`src/rtl/sha256_ctrl_pkg.sv`:
```
// Shared types and constants for the SHA-256 block sequencer.
// The state encoding is fixed at 3 bits so it can be observed on a debug bus.
package sha256_ctrl_pkg;

  typedef enum logic [2:0] {
    IDLE  = 3'd0,
    INIT  = 3'd1,
    FETCH = 3'd2,
    ROUND = 3'd3,
    ADD   = 3'd4,
    DONE  = 3'd5
  } state_t;

  localparam int ROUNDS    = 64;
  localparam int MSG_WORDS = 16;
  localparam int RIDX_W    = 6;

  localparam logic [RIDX_W-1:0] LAST_ROUND = RIDX_W'(ROUNDS - 1);
  localparam logic [RIDX_W-1:0] LAST_FETCH = RIDX_W'(MSG_WORDS - 1);

endpackage

```
`src/rtl/sha256_round_cnt.sv`:
```
// Round counter for the compression loop: cleared before each block,
// advanced once per round, and held at the final round instead of wrapping.
module sha256_round_cnt
  import sha256_ctrl_pkg::*;
(
  input  logic              clock,
  input  logic              reset,
  input  logic              clear,
  input  logic              enable,
  output logic [RIDX_W-1:0] count,
  output logic              last
);

  assign last = (count == LAST_ROUND);

  always_ff @(posedge clock or negedge reset) begin
    if (!reset) begin
      count <= '0;
    end else if (clear) begin
      count <= '0;
    end else if (enable && !last) begin
      count <= count + 1'b1;
    end
  end

endmodule

```
`src/rtl/sha256_block_ctrl.sv`:
```
// Top-level sequencer for the SHA-256 compression datapath: hash init,
// per-block variable load, 64 rounds with aligned message fetch, hash update.
module sha256_block_ctrl
  import sha256_ctrl_pkg::*;
#(
  parameter int BLK_W  = 8,
  parameter int ADDR_W = BLK_W + 4
) (
  input  logic              clock,
  input  logic              reset,
  input  logic              start,
  input  logic [BLK_W-1:0]  num_blocks,
  output logic              busy,
  output logic              init_hash,
  output logic              load_vars,
  output logic              msg_rd_en,
  output logic [ADDR_W-1:0] msg_addr,
  output logic              round_en,
  output logic [RIDX_W-1:0] round_idx,
  output logic              w_sel,
  output logic              update_hash,
  output logic              done
);

  localparam logic [BLK_W-1:0] BLK_ONE = BLK_W'(1);

  state_t            state;
  state_t            state_next;
  logic [BLK_W-1:0]  block_cnt;
  logic [BLK_W-1:0]  num_lat;
  logic              last_block;
  logic [RIDX_W-1:0] round_cnt;
  logic              round_last;
  logic              accept;
  logic [3:0]        word_idx;

  assign accept     = (state == IDLE) && start && (num_blocks != '0);
  assign last_block = (block_cnt == (num_lat - BLK_ONE));

  sha256_round_cnt u_round_cnt (
    .clock  (clock),
    .reset  (reset),
    .clear  (state == FETCH),
    .enable (state == ROUND),
    .count  (round_cnt),
    .last   (round_last)
  );

  always_ff @(posedge clock or negedge reset) begin
    if (!reset) begin
      state <= IDLE;
    end else begin
      state <= state_next;
    end
  end

  always_comb begin
    state_next = state;
    case (state)
      IDLE: begin
        if (start) begin
          state_next = (num_blocks == '0) ? DONE : INIT;
        end
      end
      INIT:    state_next = FETCH;
      FETCH:   state_next = ROUND;
      ROUND:   state_next = round_last ? ADD : ROUND;
      ADD:     state_next = last_block ? DONE : FETCH;
      DONE:    state_next = IDLE;
      default: state_next = IDLE;
    endcase
  end

  // Block count is only advanced between blocks, so it stops at num_lat-1.
  always_ff @(posedge clock or negedge reset) begin
    if (!reset) begin
      block_cnt <= '0;
      num_lat   <= '0;
    end else if (accept) begin
      block_cnt <= '0;
      num_lat   <= num_blocks;
    end else if ((state == ADD) && !last_block) begin
      block_cnt <= block_cnt + BLK_ONE;
    end
  end

  // Memory has one cycle of read latency, so round r fetches word r+1.
  assign word_idx = round_cnt[3:0] + 4'd1;

  always_comb begin
    busy        = 1'b0;
    init_hash   = 1'b0;
    load_vars   = 1'b0;
    msg_rd_en   = 1'b0;
    msg_addr    = '0;
    round_en    = 1'b0;
    round_idx   = '0;
    w_sel       = 1'b0;
    update_hash = 1'b0;
    done        = 1'b0;
    case (state)
      IDLE: ;
      INIT: begin
        busy      = 1'b1;
        init_hash = 1'b1;
      end
      FETCH: begin
        busy      = 1'b1;
        load_vars = 1'b1;
        msg_rd_en = 1'b1;
        msg_addr  = ADDR_W'({block_cnt, 4'd0});
      end
      ROUND: begin
        busy      = 1'b1;
        round_en  = 1'b1;
        round_idx = round_cnt;
        w_sel     = (round_cnt <= LAST_FETCH);
        if (round_cnt < LAST_FETCH) begin
          msg_rd_en = 1'b1;
          msg_addr  = ADDR_W'({block_cnt, word_idx});
        end
      end
      ADD: begin
        busy        = 1'b1;
        update_hash = 1'b1;
      end
      DONE: begin
        busy = 1'b1;
        done = 1'b1;
      end
      default: ;
    endcase
  end

endmodule

```
`config.mk`:
```
export PLATFORM = sky130hd
export DESIGN_NAME = sha256_block_ctrl
export DESIGN_NICKNAME = d
export VERILOG_FILES = /design/src/rtl/sha256_ctrl_pkg.sv /design/src/rtl/sha256_round_cnt.sv /design/src/rtl/sha256_block_ctrl.sv
export SDC_FILE = /design/constraint.sdc
export NUM_CORES = 1
export LEC_CHECK = 0
export CORE_MARGIN = 10
export CORE_UTILIZATION = 54
export CTS_CLUSTER_DIAMETER = 120
export DETAILED_ROUTE_END_ITERATION = 8
export PLACE_DENSITY_LB_ADDON = 0.12
export SLEW_MARGIN = 25
export SYNTH_ARGS = -nofsm -noshare
export SYNTH_HDL_FRONTEND = slang
export SYNTH_SLANG_ARGS = --single-unit
```
`constraint.sdc`:
```
create_clock -name clock -period 4.78 [get_ports clock]
set_input_delay 1.195 -clock clock [delete_from_list [all_inputs] [get_ports clock]]
set_output_delay 1.195 -clock clock [all_outputs]
set_load 0.02 [all_outputs]
```
### Word-level counts from Yosys, hierarchy flattened

Cells that the tools add are included.

| operators by class | value |
|---|---|
| add/subtract/negate cells | 4 |
| order comparisons | 2 |
| equal/unequal tests | 8 |
| mux-type cells | 21 |
| reduce and logical (&&, ||, !) cells | 12 |

Operator list:

| kind | number |
|---|---|
| $pmux W12 S2 | 1 |
| $mux W6 | 3 |
| $mux W8 | 2 |
| $pmux W3 S5 | 1 |
| $mux W12 | 1 |
| $mux W3 | 4 |
| $add A8 B1 Y8 const B | 1 |
| $eq A8 B8 Y1 | 1 |
| $logic_not A8 Y1 | 1 |
| $mux W1 | 8 |
| $reduce_bool A8 Y1 | 1 |
| $sub A8 B1 Y8 const B | 1 |
| $add A6 B1 Y6 const B | 1 |
| $eq A3 B2 Y1 const B | 2 |
| $eq A3 B3 Y1 const B | 2 |
| $eq A6 B6 Y1 const B | 1 |
| $le A6 B4 Y1 const B | 1 |
| $lt A6 B4 Y1 const B | 1 |
| $reduce_or A5 Y1 | 1 |
| $add A4 B1 Y4 const B | 1 |
| $logic_and A1 B1 Y1 | 4 |
| $reduce_bool A2 Y1 | 2 |
| $eq A3 B1 Y1 const B | 1 |
| $logic_not A3 Y1 | 1 |
| other kinds (3) | 4 |

| storage, ports and cells | value |
|---|---|
| register bits | 25 |
| bits of input ports | 11 |
| output and inout bits | 26 |

### Longest topological paths before layout

| depth | value |
|---|---|
| depth after elaboration | 6 |
| gate-level depth with buffers | 9 |
| gate-level depth less buffers | 8 |

### Cells and area by module

Synthesis repeated with hierarchy kept, for this count alone.

| second synthesis, totals | value |
|---|---|
| cells, all modules | 204 |
| area, all modules | 1,751.7 sq um |

Modules (own cells, without submodules):

| module | times used | cells an instance | area an instance (sq um) | seq. area each (sq um) |
|---|---|---|---|---|
| sha256_block_ctrl | 1 | 165 | 1,371.3 | 475.5 |
| sha256_round_cnt | 1 | 39 | 380.4 | 150.1 |

### Worst setup path before layout

No wires, ideal clock.

| path | value |
|---|---|
| kind | register to output |
| start point | reg state[1] |
| end point | out msg_addr[10] |
| data arrival time | 2.220 ns |
| required time | 3.585 ns |
| slack | 1.365 ns |
| cell stages (with the launch flop) | 6 |
| path buffers | 2 |
| cells stage by stage | dfrtp_1 -> clkbuf_1 -> nor3b_1 -> nand2b_1 -> clkbuf_1 -> and2_1 |

| on the way | value |
|---|---|
| word-level cells in the longest chain between the ends | 2 |
| elaborated cells between the ends (all ways) | 3 |
| classes of those cells | eq/ne: 2; mux: 1 |

Ends and longest elaborated chain:

| what | line | text |
|---|---|---|
| from (decl) | sha256_block_ctrl.sv:27 | `state_t state;` |
| from (signal assigned) | sha256_block_ctrl.sv:53 | `state <= state_next;` |
| $eq A3 B2 Y1 | sha256_block_ctrl.sv:101 | `case (state)` |
| $pmux W12 S2 (*) | sha256_block_ctrl.sv:101 |  |
| to (decl) | sha256_block_ctrl.sv:17 | `output logic [ADDR_W-1:0] msg_addr,` |

Every way passes the cells marked *; elsewhere a longest branch is shown, timed or not.

### Final worst setup path

| path | value |
|---|---|
| start point | reg state[2] |
| end point | out msg_addr[11] |

The elaborated chain is that of the path after synthesis.

==> flow_metrics.tcl <==
set metrics [dict create \
    outcome "finished clean" \
    coreArea_um2 3030 \
    die_height_um 75.9 \
    required_ns 3.59 \
    cts_resized 0 \
    ys_async_sr_fraction_pct 100 \
    drive_above_1_share_pct 11.3 \
    end_kind "output pin" \
    start_kind "flop" \
    wirelength_um 4170 \
    reg2reg_slack_ns 1.93 \
    critPathArrivalTime_ns 2.57 \
    mostFrequentLayoutCell "clkdlybuf4s50_1" \
    rsz0062_at_grt "false" \
    gp_congestion 0.895 \
    fp.dieW_um 75.9 \
    placedCellCount 253 \
    cts.path.max_buffers 2 \
    tightestPinTransition_ns 0.925 \
    design_area_um2 2070 \
    via_per_inst 5.67 \
    slew_headroom_pct 38.2 \
    worstSetupPathType "reg -> out" \
    synth-seq-cells 25 \
    synth.yosys.seq_area_share_pct 37.1 \
    root_buffer "clkbuf_4" \
    die_area_um2 5760 \
    hold_ws_ns 0.551 \
    fin_setup_tns_ns 0 \
    drc 0 \
    dpl.hpwl_um 3180 \
    hold_path_class "reg -> reg" \
    finalCriticalPeriod_ns 3.76 \
    rows 20 \
    final_cell_mix "clkdlybuf4s50_1 (36), dfrtp_1 (25), and2_1 (15)" \
    initial_core_util_pct 55.7 \
    synth.distinct_cells 50 \
    clk_latency_ns 0.32 \
    ioPinCount 37 \
    setup_violations 0 \
    p_leak_nw 0.832 \
    grt_pass1_vias 1476 \
    cts_tree "built" \
    grt_pass1_wl_um 7120 \
    synth_area_um2 1690 \
    seq_area_um2 626 \
    grt_max_degree 26 \
    firstDrtPassIters 4 \
    multi_input_area_um2 968 \
    hold_violations 0 \
    layout.cells.non_filler 257 \
    cts.clk_slew.worst_paths_ns 0.14 \
    fmax_mhz 266 \
    area_delta_synth_final_pct 23.0 \
    synth_area_per_cell_um2 9.32 \
    worst_ir_drop_vdd_mv 0.323 \
    cts_buffers 3 \
    port_buffers 36 \
    path_max_fanout 9 \
    cap_viol_max_count 0 \
    nNetsFinal 228 \
    synth_ff_type "dfrtp_1" \
    grt_use_total_pct 15.9 \
    syn_inst 181 \
    synth-edff-count 0 \
    num_vias 1456 \
    placed_area_um2 2050 \
    fin_crit_sh_pct 78.7 \
    cts_setup_buffers 0 \
    drt_iter0_drc 84 \
    syn_nets 195 \
    ant_nets 0 \
    totalPowerFinal_mw 1.15 \
    fin_skew_ns 0.00660 \
    htree_levels 1 \
    finalMaxSlewViolations 0 \
    fillers 253 \
    powerDensity_nw_per_um2 556 \
    grt_overflow 0 \
    antennaDiodeCount 0 \
    grt_antenna_before_repair 0 \
    postCtsHoldBufs 0 \
    wl_per_cell_um 16.2 \
    cts.sinks 25 \
    yosysWarnings 0 \
]
## routing by layer
| layer | vias to the layer above | share of wire [%] | track usage [%] |
|---|---|---|---|
| li1 | 725 | - | - |
| met1 | 688 | 40 | 18.5 |
| met2 | 39 | 50 | 26.1 |
| met3 | 4 | 8.8 | 5.86 |
| met4 | 0 | 1.0 | 5.98 |
| met5 | - | 0 | 0 |
## synthesized netlist by cell type, drive strengths merged, types with 2 or more instances
library cell	instances	share of area, %
nand2b	5	1.9
nand2	12	2.7
xor2	4	2.1
a211oi	2	1.2
or4	3	1.6
o211ai	3	1.3
or3b	2	1.0
nor3	5	1.5
a21oi	8	2.4
o31ai	4	1.8
ha	3	2.2
nor2	10	2.2
nand3	5	1.5
and3b	2	1.0
clkbuf	7	2.4
dfrtp	25	37
or3	3	1.3
nand4	3	1.1
and3	5	1.9
nor4	5	2.7
buf	3	1.8
mux2	7	4.7
inv	6	1.3
nor3b	3	1.6
and2	15	5.6
o21ai	10	3.0
xnor2	6	3.1
## final timing paths
check	startpoint	cells after the start	endpoint
max	state[2]$_DFFE_PN0P_	6	msg_addr[11]
min	num_lat[7]$_DFFE_PN0P_	1	num_lat[7]$_DFFE_PN0P_
max reg2reg	num_lat[0]$_DFFE_PN0P_	8	state[0]$_DFFE_PN0P_
min reg2reg	num_lat[7]$_DFFE_PN0P_	1	num_lat[7]$_DFFE_PN0P_
max in group asynchronous	reset	2	block_cnt[4]$_DFFE_PN0P_
min in group asynchronous	reset	2	num_lat[7]$_DFFE_PN0P_
## kinds of logic (layout without fill, tap and decap cells)
kind of cell	after synthesis	in the layout	share of synthesized area, %
buffers and inverters	16	48	5.49
xor gates and xnor gates	10	10	5.19
adders and majority gates	3	3	2.23
and+or+nand+nor	82	82	29.7
muxes	8	8	5.27
DFF	25	25	37.1
AOI/OAI and AO/OA	37	37	15.1
## worst max-delay path: stages (launching register included)
cell and delay, ns:
dfrtp_1 0.48, nand3b_1 0.30, nor3_1 0.29, nand2_1 0.14
nand2b_1 0.26, and2_1 0.17, clkdlybuf4s50_1 0.61
## cell type report
type                       count  share of cell area, %
tap                           44                   2.65
timing repair buffer          38                   18.1
inverter                       6                   1.09
clock buffer                   3                   1.09
sequential                    25                   30.2
multi-input combinational    140                   46.7
clock inverter                 1                  0.241
## through the flow
step / utilization (%) / setup WS, ns
2_1_floorplan: - / 1.37
4_1_cts: 68.5 / 1.01
3_3_place_gp: 67.6 / 1.46
6_report: 68.5 / 1.02
5_1_grt: 68.5 / 0.760
3_5_place_dp: 67.6 / 1.38
## power by group
group | internal, mW | total, mW | switching (mW)
registers | 0.285 | 0.402 | 0.117
clock network | 0.0314 | 0.0960 | 0.0647
logic | 0.313 | 0.655 | 0.342
## state kept, by name, summed over array words and instances, names as in the netlist
signal and cells:
block_cnt 8, num_lat 8, state 3, u_round_cnt.count 6
Note: power is estimated with default switching activity, not from simulation.
